[src/rtl/s_type_store_unit.sv]
// s_type_store_unit: executes SB/SH/SW. Forms ea = rv1 + imm, places the
// store bytes on their lanes and writes them through a req/ack port as one
// aligned beat, or two when the store crosses a word boundary.
//
// state  | meaning
// -------+---------------------------------------------------------------
// IDLE   | st_ready=1, waiting for st_valid
// WR0    | first (or only) aligned beat on the write port
// WR1    | second beat of a boundary-crossing store (next word up)
// DONE   | st_done pulse, port quiet
// ERR    | st_err pulse: bad funct3, rejected misalignment, or ack timeout
module s_type_store_unit #(
  parameter int ALLOW_MISALIGNED = 1,
  parameter int ACK_TIMEOUT      = 255
) (
  input  logic        clk,
  input  logic        reset,
  input  logic        st_valid,
  output logic        st_ready,
  input  logic [2:0]  funct3,
  input  logic [31:0] rv1,
  input  logic [31:0] rv2,
  input  logic [31:0] imm,
  output logic        mem_req,
  input  logic        mem_ack,
  output logic [31:0] daddr,
  output logic [31:0] dwdata,
  output logic [3:0]  dwe,
  output logic        st_done,
  output logic        st_err
);

  typedef enum logic [2:0] {
    S_IDLE = 3'd0,
    S_WR0  = 3'd1,
    S_WR1  = 3'd2,
    S_DONE = 3'd3,
    S_ERR  = 3'd4
  } state_t;

  // The timer counts waiting cycles of the current beat; the beat is abandoned
  // on the waiting cycle that would make the count reach ACK_TIMEOUT.
  localparam bit          TMO_EN   = (ACK_TIMEOUT != 0);
  localparam logic [15:0] TMO_LAST = (ACK_TIMEOUT == 0) ? 16'd0 : 16'(ACK_TIMEOUT - 1);

  state_t      r_state;
  logic        r_mem_req;
  logic [31:0] r_daddr;
  logic [31:0] r_dwdata;
  logic [3:0]  r_dwe;
  logic        r_st_done;
  logic        r_st_err;
  logic [3:0]  r_hi_dwe;
  logic [31:0] r_hi_dwdata;
  logic [15:0] r_timer;

  logic [31:0] w_ea;
  logic [1:0]  w_off;
  logic [3:0]  w_mask;
  logic        w_legal;
  logic        w_misal;
  logic [7:0]  w_m8;
  logic [63:0] w_d64;
  logic        w_tmo_hit;

  assign w_ea  = rv1 + imm;
  assign w_off = w_ea[1:0];

  // Decode access size into a byte mask and flag illegal or misaligned requests.
  always_comb begin
    w_mask  = 4'b0000;
    w_legal = 1'b1;
    w_misal = 1'b0;
    case (funct3)
      3'b000: w_mask = 4'b0001;
      3'b001: begin
        w_mask  = 4'b0011;
        w_misal = w_off[0];
      end
      3'b010: begin
        w_mask  = 4'b1111;
        w_misal = (w_off != 2'b00);
      end
      default: w_legal = 1'b0;
    endcase
  end

  // Two-word window: the upper halves become the second beat when non-empty.
  assign w_m8      = {4'b0000, w_mask} << w_off;
  assign w_d64     = {32'h0, rv2} << {w_off, 3'b000};
  assign w_tmo_hit = TMO_EN && (r_timer == TMO_LAST);

  // Sequencer: all port outputs are registered so a beat holds steady until acked.
  always_ff @(posedge clk or negedge reset) begin
    if (!reset) begin
      r_state     <= S_IDLE;
      r_mem_req   <= 1'b0;
      r_daddr     <= 32'h0;
      r_dwdata    <= 32'h0;
      r_dwe       <= 4'b0000;
      r_st_done   <= 1'b0;
      r_st_err    <= 1'b0;
      r_hi_dwe    <= 4'b0000;
      r_hi_dwdata <= 32'h0;
      r_timer     <= 16'd0;
    end else begin
      r_st_done <= 1'b0;
      r_st_err  <= 1'b0;
      case (r_state)
        S_IDLE: begin
          if (st_valid) begin
            if (!w_legal || (w_misal && (ALLOW_MISALIGNED == 0))) begin
              r_state  <= S_ERR;
              r_st_err <= 1'b1;
            end else begin
              r_state     <= S_WR0;
              r_mem_req   <= 1'b1;
              r_daddr     <= {w_ea[31:2], 2'b00};
              r_dwe       <= w_m8[3:0];
              r_dwdata    <= w_d64[31:0];
              r_hi_dwe    <= w_m8[7:4];
              r_hi_dwdata <= w_d64[63:32];
              r_timer     <= 16'd0;
            end
          end
        end
        S_WR0, S_WR1: begin
          if (mem_ack) begin
            r_timer <= 16'd0;
            if ((r_state == S_WR0) && (r_hi_dwe != 4'b0000)) begin
              r_state  <= S_WR1;
              r_daddr  <= r_daddr + 32'd4;
              r_dwe    <= r_hi_dwe;
              r_dwdata <= r_hi_dwdata;
            end else begin
              r_state   <= S_DONE;
              r_mem_req <= 1'b0;
              r_dwe     <= 4'b0000;
              r_st_done <= 1'b1;
            end
          end else if (w_tmo_hit) begin
            // A first beat already written stays written; only the error is reported.
            r_state   <= S_ERR;
            r_mem_req <= 1'b0;
            r_dwe     <= 4'b0000;
            r_st_err  <= 1'b1;
          end else begin
            r_timer <= r_timer + 16'd1;
          end
        end
        S_DONE, S_ERR: r_state <= S_IDLE;
        default:       r_state <= S_IDLE;
      endcase
    end
  end

  assign st_ready = (r_state == S_IDLE);
  assign mem_req  = r_mem_req;
  assign daddr    = r_daddr;
  assign dwdata   = r_dwdata;
  assign dwe      = r_dwe;
  assign st_done  = r_st_done;
  assign st_err   = r_st_err;

endmodule

[config.mk]
export PLATFORM = sky130hd
export DESIGN_NAME = s_type_store_unit
export DESIGN_NICKNAME = d
export VERILOG_FILES = /design/src/rtl/s_type_store_unit.sv
export SDC_FILE = /design/constraint.sdc
export NUM_CORES = 1
export LEC_CHECK = 0
export ABC_AREA = 1
export CAP_MARGIN = 20
export CORE_ASPECT_RATIO = 0.7
export CORE_UTILIZATION = 55
export CTS_BUF_LIST = sky130_fd_sc_hd__clkbuf_4 sky130_fd_sc_hd__clkbuf_8
export CTS_CLUSTER_SIZE = 14
export DETAILED_ROUTE_END_ITERATION = 6
export HOLD_SLACK_MARGIN = 0.02
export PLACE_DENSITY = 0.92
export SLEW_MARGIN = 0
export SYNTH_ARGS = -nofsm -noshare
export SYNTH_HDL_FRONTEND = slang
export SYNTH_SLANG_ARGS = --single-unit
[constraint.sdc]
create_clock -name clk -period 2 [get_ports clk]
set_clock_uncertainty 0.1 [all_clocks]
set_input_delay 0.2 -clock clk [delete_from_list [all_inputs] [get_ports clk]]
set_output_delay 0.2 -clock clk [all_outputs]
set_load 0.02 [all_outputs]
# Word level (Yosys, flattened, before mapping)
# Cells that the tools add are included.
# totals
input_bits	103
wordCells	83
register_bits	126
output_inout_bits	72
# classes
addsub	3
shifts	2
mux	43
reduce_logical	13
eq_ne	12
# ops
operator	count
$mux 32	8
$pmux 32 s2	2
$mux 16	4
$shl 32x5->64	1
$add 32x3->32 const B	1
$add 32x32->32	1
$pmux 16 s2	1
$mux 4	5
$add 16x1->16 const B	1
$eq 16x8->1 const B	1
$mux 1	14
$mux 3	4
$pmux 4 s3	1
$reduce_and 5->1	2
$ne 3x3->1 const B	3
$pmux 4 s2	1
$reduce_and 4->1	2
$shl 4x2->8	1
$eq 3x1->1 const B	2
$eq 3x2->1 const B	2
$logic_not 3->1	2
$ne 2x2->1 const B	3
$pmux 3 s2	1
$pmux 1 s2	2
8 further kinds	8

# Logic depth before layout (Yosys ltp)
# Gate-level depths: netlist (run 1).
# logic_depth
ltp_word	6
ltp_mapped	15
ltp_nobuf	15

# Worst setup path before layout (run 1)
# Ideal clock, no wire load.
# synth_timing
path_kind	in2reg
startpoint	input port rv1[0]
endpoint	register r_dwdata[0], in the netlist dwdata[0]
n_path_buf	1
stages	8
arrival_ns	1.826
slack_ns	-0.008
required_ns	1.818
setup_ns	0.082
path_cell_list	ha_1 > inv_1 > fa_1 > inv_1 > nor2_2 > buf_2 > nand3_1 > a31oi_1
# synth_between
elab_chain_cells	5
# synth_lines
element	line_no	rtl
from (decl)	21	input logic [31:0] rv1,
$add 32x32->32	66	assign w_ea = rv1 + imm;
$shl 32x5->64	90	assign w_d64 = {32'h0, rv2} << {w_off, 3'b000};
$mux 32	112	if (!w_legal || (w_misal && (ALLOW_MISALIGNED == 0))) begin
$mux 32	111	if (st_valid) begin
$pmux 32 s2	109	case (r_state)
to (signal assigned)	120	r_dwdata <= w_d64[31:0];
to (signal assigned)	134	r_dwdata <= r_hi_dwdata;
to (decl)	49	logic [31:0] r_dwdata;
# No other way between the ends. The select of a mux whose other input is x is not followed.
# A chain may end at the register's enable or synchronous reset.

# Worst setup path in the final report (run 1)
# layout_timing
startpoint	input port imm[0]
endpoint	register r_dwdata[17], in the netlist dwdata[17]
# layout_between
elab_chain_cells	5
# layout_lines
element	line_no	rtl
from (decl)	23	input logic [31:0] imm,
$add 32x32->32	66	
$shl 32x5->64	90	
$mux 32	112	
$mux 32	111	
$pmux 32 s2	109	
# No other way between the ends. The select of a mux whose other input is x is not followed.

==> results of run 1 <==
[flip-flops by register name, indices dropped and copies added, names as in the netlist]
signal       count
dwdata          32
mem_req          1
r_hi_dwdata     24
r_state          3
daddr           30
st_done          1
r_timer         16
dwe              4
r_hi_dwe         3
st_err           1
[cell families after synthesis]
family / count (synthesis) / synth area share (%)
adder cells (fa/ha/maj): 35 / 4.94
multiplexers: 1 / 0.111
buffers and inverters: 234 / 10.5
other: 1 / 0.0416
flip-flops: 115 / 31.9
XOR/XNOR: 19 / 1.85
AO/OA/AOI/OAI: 233 / 14.4
AND/OR/NAND/NOR: 788 / 36.3
[area by class of cell]
type	count	area, µm²
clock buffer	18	241
clock inverter	14	181
tap	220	275
inverter	187	717
multi-input combinational	1078	5340
timing repair buffer	289	2780
fill	1123	3310
sequential	115	2890
[worst max-delay path, stage by stage]
cell and delay, ns:
clkdlybuf4s50_1 0.48, ha_2 0.17, inv_1 0.05, fa_2 0.45, inv_2 0.13, buf_12 0.17
nand3_1 0.12, o21ai_1 0.13, nand2_1 0.10, a31oi_1 0.21
[where the power goes]
| group | leakage, nW | internal, mW | switching [mW] |
|---|---|---|---|
| Combinational | 4.55 | 3.66 | 5.18 |
| Sequential | 1.43 | 3.26 | 0.912 |
| Clock | 0.199 | 1.26 | 1.08 |
[what timing repair did]
item / in CTS / in global routing
buffers inserted: 0 / 3
hold endpoints to repair: 70 / 0
pin swaps: 0 / 7
hold buffers: 1 / 0
gates cloned: 0 / 1
setup endpoints to repair: 2 / 53
gates resized for setup: 2 / 56
[path summary, 6_finish.rpt]
path                       startpoint               to  slack [ns]  depth (start not counted)
max reg2reg                r_state[0]        daddr[17]        0.07                          8
min reg2reg                dwdata[31]       dwdata[31]        0.40                          2
max in group asynchronous       reset          mem_req        0.99                          3
min                             reset        daddr[27]        0.19                          2
max                            imm[0]       dwdata[17]        0.01                         10
min in group clk              rv2[28]  r_hi_dwdata[20]        0.30                          3
[through the flow]
step                      hold slack, ns  util, %
after global routing               0.208     79.0
final                              0.194     79.0
after global placement            0.0880     74.9
after floorplan                   -0.196        -
after CTS                          0.179     77.6
after detailed placement          0.0996     74.9
[Yosys cell counts (4+ instances only)]
master	number	area (µm²)
nand2_1	476	1790
inv_1	181	679
nor2_1	158	593
dfrtp_1	115	2880
nand3_1	89	445
o21ai_0	85	425
a21oi_1	77	385
ha_1	34	425
clkbuf_1	22	82.6
a31oi_1	18	113
nor3_1	17	85.1
xor2_1	17	149
o21ai_1	14	70.1
a22oi_1	12	90.1
buf_2	12	60.1
o31ai_1	12	90.1
nand3b_1	11	82.6
nand4_1	11	68.8
buf_4	5	37.5
a22o_1	4	35.0
buf_1	4	15.0
buf_6	4	45.0
nand2_4	4	45.0
nor2_2	4	25.0
nor3b_1	4	30.0
[routing by layer]
metal | up-vias | track usage, % | wire [µm]
met2 | 710 | 53.5 | 13000
li1 | 5097 | - | -
met5 | - | 2.98 | 67
met4 | 2 | 10.5 | 646
met3 | 67 | 8.35 | 3910
met1 | 4878 | 53.4 | 13300
==> impl_results.md, run 1 <==
* TritonCTS clock tree: done
* CP required at 2.24 ns
* Initial Util at 57.3%
* Largest net degree at the start of global routing at 53
* Root buffer cell: clkbuf_8
* Cell count after synthesis at 1426
* Setup ws final at ~0.015 ns
* RSZ-0062 raised after global routing: yes
* CTS Buf Count at 17
* Synth Register Bits at 115
* Number of synthesized flops with an enable pin at 0
* Vias in the first global route at about 9700
* Status: finished, final reports clean
* DRC errors left at 0
* P_leak at 6.19 nW
* Most common cell after layout, fill and taps aside: nand2_1
* Initial antenna violation count at 0
* H-tree level count at 4
* First-pass GRT wire length at 48000 µm
* Design Area, Final at between 10000 and 15000 µm²
* Asr flop ratio synth at 100%
* DRT Wirelength at 30900 µm
* GRT Util Overall at between 30% and 40%
* Critical path data arrival time at 2.22 ns
* Synth Flop Type: dfrtp_1
* DR iter-0 viols at 1499
* Area Growth Syn to Fin at 37.9%
* Layout cells sized above 1 at 13.0%
* Post-Place Worst Slack at -0.460 ns
* Maxcap violations at 0
* Antenna diodes at 0
* Yosys warnings at 0
* Placer Congestion at 0.984
* Worst-path clk slew at around 0.070 ns
* Die area at 16900 µm²
* Most frequent cells in the layout: nand2_1, inv_1, clkdlybuf4s50_1
* Die Height at 109 µm
* Post-route ant nets at 0
* CP Class: input pin to register
* Min Tclk post-route at 1.99 ns
* Slew Limit Fails at 0
* Setup Viol. Count Final at 0
* Final Power at 15.4 mW
* Pwr/cell area at 1240 nW/µm²
* Total gr overflow at 0
* Placed cells at 1884
* Post-synthesis sequential area ratio at 31.9%
* Dpl hpwl at 23200 µm
* Wire per inst at 16.1 µm
* Count of different cell masters after synthesis at 48
* Slew HR at between 60% and 70%
* Core area at 15700 µm²
* Non-filler cells, final at 1921
* Highest clock rate at about 500 MHz
* Average size of a mapped cell at 6.32 µm²
* DP Area at ~12000 µm²
* HP Class: input pin to asynchronous set/reset pin
* Ports at 175
* Final Hold Fails at 0
* CTS Sinks at around 120
* Max Root-Sink Buffers at 2
* Vias at 10754
* Core Rows at 38
* Mapped Area at 9010 µm²
* Number of buffers added on ports at 172
* Fin nets at 1826
* Final setup TNS at 0 ns
* Peak VDD IR at 908 µV
* CP endpoint kind: register
* CP max FO at 23
* Tcrit/Tclk final at 99.3%
* Setup crit start kind: input pin
* Pre-antenna DRT Iters at 6
* Clk_lat worst skew at ~0.43 ns
* Vias per cell at 5.60
* Die Wd at about 160 µm
* Worst slew pin tran at approximately 0.53 ns
(Power assumes the default switching activity.)
==> run 2: changes to the inputs <==
Settings changed: ABC_AREA 1 to not set, DONT_BUFFER_PORTS set to 1, PLACE_DENSITY 0.92 to 0.78.
==> impl_results.md, run 2 <==
* HP Class: input pin to asynchronous set/reset pin (unchanged)
* Slew HR at 52.5% (was 64.6%)
* Critical path data arrival time at 2.50 ns (was 2.22 ns)
* Routing usage on met1 at 46.0% (was 53.4%)
* Slowest stage delay, CP at 0.46 ns (was 0.48 ns)
* Layout cells sized above 1 at 36.6% (was 13.0%)
* Failing checks: hold timing, setup timing
* Met2 Use GR at 53.7% (was 53.5%)
* Core area at 13400 µm² (was 15700 µm²)
* CP endpoint kind: register (unchanged)
* Power share of the combinational group at 54.7% (was 57.6%)
* Initial antenna violation count at 0 (unchanged)
* Setup ws final at -0.279 ns (was 0.0146 ns)
* Highest clock rate at 439 MHz (was 504 MHz)
* DRC errors left at 0 (unchanged)
* Total gr overflow at 0 (unchanged)
* CP required at 2.22 ns (was 2.24 ns)
* Final setup TNS at -10.90 ns (was 0 ns)
* Largest register FFs at 32 (unchanged)
* Placer Congestion at 0.889 (was 0.984)
* Top-count cell post-synth: nand2_1 (unchanged)
* Clk pwr share at 15.9% (was 15.2%)
* Vias in the first global route at 7795 (was 9693)
* Pwr/cell area at 1400 nW/µm² (was 1240 nW/µm²)
* DP Area at 9170 µm² (was 11800 µm²)
* Most common cell after layout, fill and taps aside: buf_4 (was nand2_1)
* Tcrit/Tclk final at 114% (was 99.3%)
* Placed cells at 1218 (was 1884)
* Net switching power figure at 7.55 mW (was 7.17 mW)
* Asr flop ratio synth at 100% (unchanged)
* DRT Wirelength at 31600 µm (was 30900 µm)
* Wire per inst at 23.6 µm (was 16.1 µm)
* Slew Limit Fails at 0 (unchanged)
* Peak VDD IR at 895 µV (was 908 µV)
* Die Wd at 144 µm (was 155 µm)
* Top-area cell type share of the netlist area at 37.1% (was 31.9%)
* Crit path max-delay cell type: dfrtp_2 (was clkdlybuf4s50_1)
* Root buffer cell: clkbuf_8 (unchanged)
* Post-synthesis sequential area ratio at 37.1% (was 31.9%)
* Pre-antenna DRT Iters at 6 (unchanged)
* Number of synthesized flops with an enable pin at 0 (unchanged)
* Sequential Power Share at 29.5% (was 27.2%)
* Design Area, Final at 11500 µm² (was 12400 µm²)
* Final Power at 16.1 mW (was 15.4 mW)
* H-tree level count at 4 (unchanged)
* Vias per cell at 6.77 (was 5.60)
* Post-route ant nets at 0 (unchanged)
* Initial Util at 57.6% (was 57.3%)
* Ports at 175 (unchanged)
* CTS Sinks at 115 (unchanged)
* Setup Viol. Count Final at 81 (was 0)
* Core Rows at 35 (was 38)
* Fin nets at 1279 (was 1826)
* CP Cell Sequence: ha_4, and4_4, nand2_4, or2_4, nor2_4, buf_4, buf_6, a31oi_4, o32ai_2, nand2_1 (was clkdlybuf4s50_1, ha_2, inv_1, fa_2, inv_2, buf_12, nand3_1, o21ai_1, nand2_1, a31oi_1)
* Min Tclk post-route at 2.28 ns (was 1.99 ns)
* Fin util at 85.4% (was 79.0%)
* Cell count after synthesis at 924 (was 1426)
* Die Height at 101 µm (was 109 µm)
* Die area at 14600 µm² (was 16900 µm²)
* Worst-path clk slew at 0.09 ns (was 0.07 ns)
* P_leak at 4.98 nW (was 6.19 nW)
* Antenna diodes at 0 (unchanged)
* GRT Util Overall at 33.9% (was 36.6%)
* Mapped Area at 7750 µm² (was 9010 µm²)
* Largest area contributor in the netlist: dfrtp_1 (unchanged)
* Met3 usage at 8.84% (was 8.35%)
* Count of different cell masters after synthesis at 68 (was 48)
* Average size of a mapped cell at 8.39 µm² (was 6.32 µm²)
* Vias at 9070 (was 10754)
* TritonCTS clock tree: done (unchanged)
* CP max FO at 4 (was 23)
* Non-filler cells, final at 1339 (was 1921)
* Setup crit start kind: register (was input pin)
* Status: finished with violations (was finished, final reports clean)
* Yosys warnings at 0 (unchanged)
* Area Growth Syn to Fin at 48.1% (was 37.9%)
* DR iter-0 viols at 1018 (was 1499)
* Maxcap violations at 0 (unchanged)
* Final Hold Fails at 117 (was 0)
* First-pass GRT wire length at 38600 µm (was 48000 µm)
* Hold_ws at -0.668 ns (was 0.194 ns)
* Number of buffers added on ports at 0 (was 172)
* Dpl hpwl at 16500 µm (was 23200 µm)
* Sw frac at 47.0% (was 46.7%)
* CTS Buf Count at 17 (unchanged)
* Synth Flop Type: dfrtp_1 (unchanged)
* Busiest layer in global routing: met2 (unchanged)
* Most frequent cells in the layout: buf_4, nand2_1, dfrtp_1 (was nand2_1, inv_1, clkdlybuf4s50_1)
* Worst slew pin tran at 0.710 ns (was 0.531 ns)
* Largest net degree at the start of global routing at 116 (was 53)
* Post-Place Worst Slack at -0.578 ns (was -0.460 ns)
* Top post-synthesis cells by area: dfrtp_1, nand2_1, ha_1 (was dfrtp_1, nand2_1, inv_1)
* Post-synth top cells: nand2_1, dfrtp_1, nor2_1 (was nand2_1, inv_1, nor2_1)
* Max Root-Sink Buffers at 2 (unchanged)
* Clk_lat worst skew at 0.46 ns (was 0.43 ns)
* RSZ-0062 raised after global routing: yes (unchanged)
* Internal power at 8.51 mW (was 8.19 mW)
* Synth Register Bits at 115 (unchanged)
* CP Class: register to register (was input pin to register)
* Hold Buf Count CTS at 39 (was 1)
-- run 2: cell types whose count changed after synthesis, sizes merged, moves of 15 or more --
cell | previous run | this run
mux2i | 1 | 18
xnor2 | 2 | 18
nand2 | 482 | 138
a221oi | 0 | 15
mux2 | 0 | 16
nor2 | 165 | 85
inv | 186 | 18
o21ai | 99 | 78
nand3 | 89 | 37
clkbuf | 22 | 41
-- run 2: cell families (layout without fill, tap and decap cells) --
group	Yosys count	count (layout)	share of synthesized area, %
compound gates	290	290	24.4
xor+xnor	36	36	4.07
fa+ha+maj	35	35	5.75
buf+inv	72	301	3.73
flops	115	115	37.1
mux	34	34	4.65
other cells	1	2	0.0484
simple gates	341	341	20.2
-- run 2: area by class of cell --
cell class / instances / area (µm²)
clock buffer: 18 / 248
clock inverter: 14 / 201
fill: 690 / 1970
inverter: 18 / 67.6
multi-input combinational: 738 / 5470
sequential: 115 / 2880
tap: 185 / 231
timing repair buffer: 251 / 2370
-- run 2: repair_timing --
action                                  CTS  global route
endpoints found under the setup margin   78            75
setup buffers                            14            25
pin swaps                                29            66
endpoints found under the hold margin   175           115
gates cloned                              0            12
resized for setup                        51           161
-- run 2: routing by layer --
metal / part of all wire, % / up-vias / wire length, µm
met2: 46 / 757 / 14400
met3: 13 / 173 / 4010
met1: 37 / 4314 / 11800
li1: - / 3826 / -
met4: 4.2 / 0 / 1340
met5: 0 / - / 0
-- run 2: final timing paths --
path / endpoint / slack, ns / from / cells past startpoint
max reg2reg: daddr[24] / -0.28 / daddr[2] / 10
min reg2reg: r_hi_dwdata[18] / 0.37 / r_hi_dwdata[18] / 2
max: daddr[24] / -0.28 / daddr[2] / 10
min in group clk: r_state[2] / -0.02 / mem_ack / 4
min: dwdata[9] / -0.67 / reset / 0
max in group asynchronous: r_timer[14] / 2.26 / reset / 0
-- run 2: power by group through the flow --
stage               clock network (mW)  registers [mW]  logic (mW)
global route                      2.64            4.82        9.15
finish                            2.55            4.74        8.78
CTS                               2.49            4.54        6.25
floorplan                            0            4.79        3.21
detailed placement                   0            4.54        5.85
global placement                     0            4.51        5.69
-- run 2: worst max-delay path, delay by kind of cell, from the launching register on --
family          cells  cell delay [ns]
simple gates        5             0.80
fa+ha+maj           1             0.17
flops               1             0.46
buf+inv             2             0.23
compound gates      2             0.38
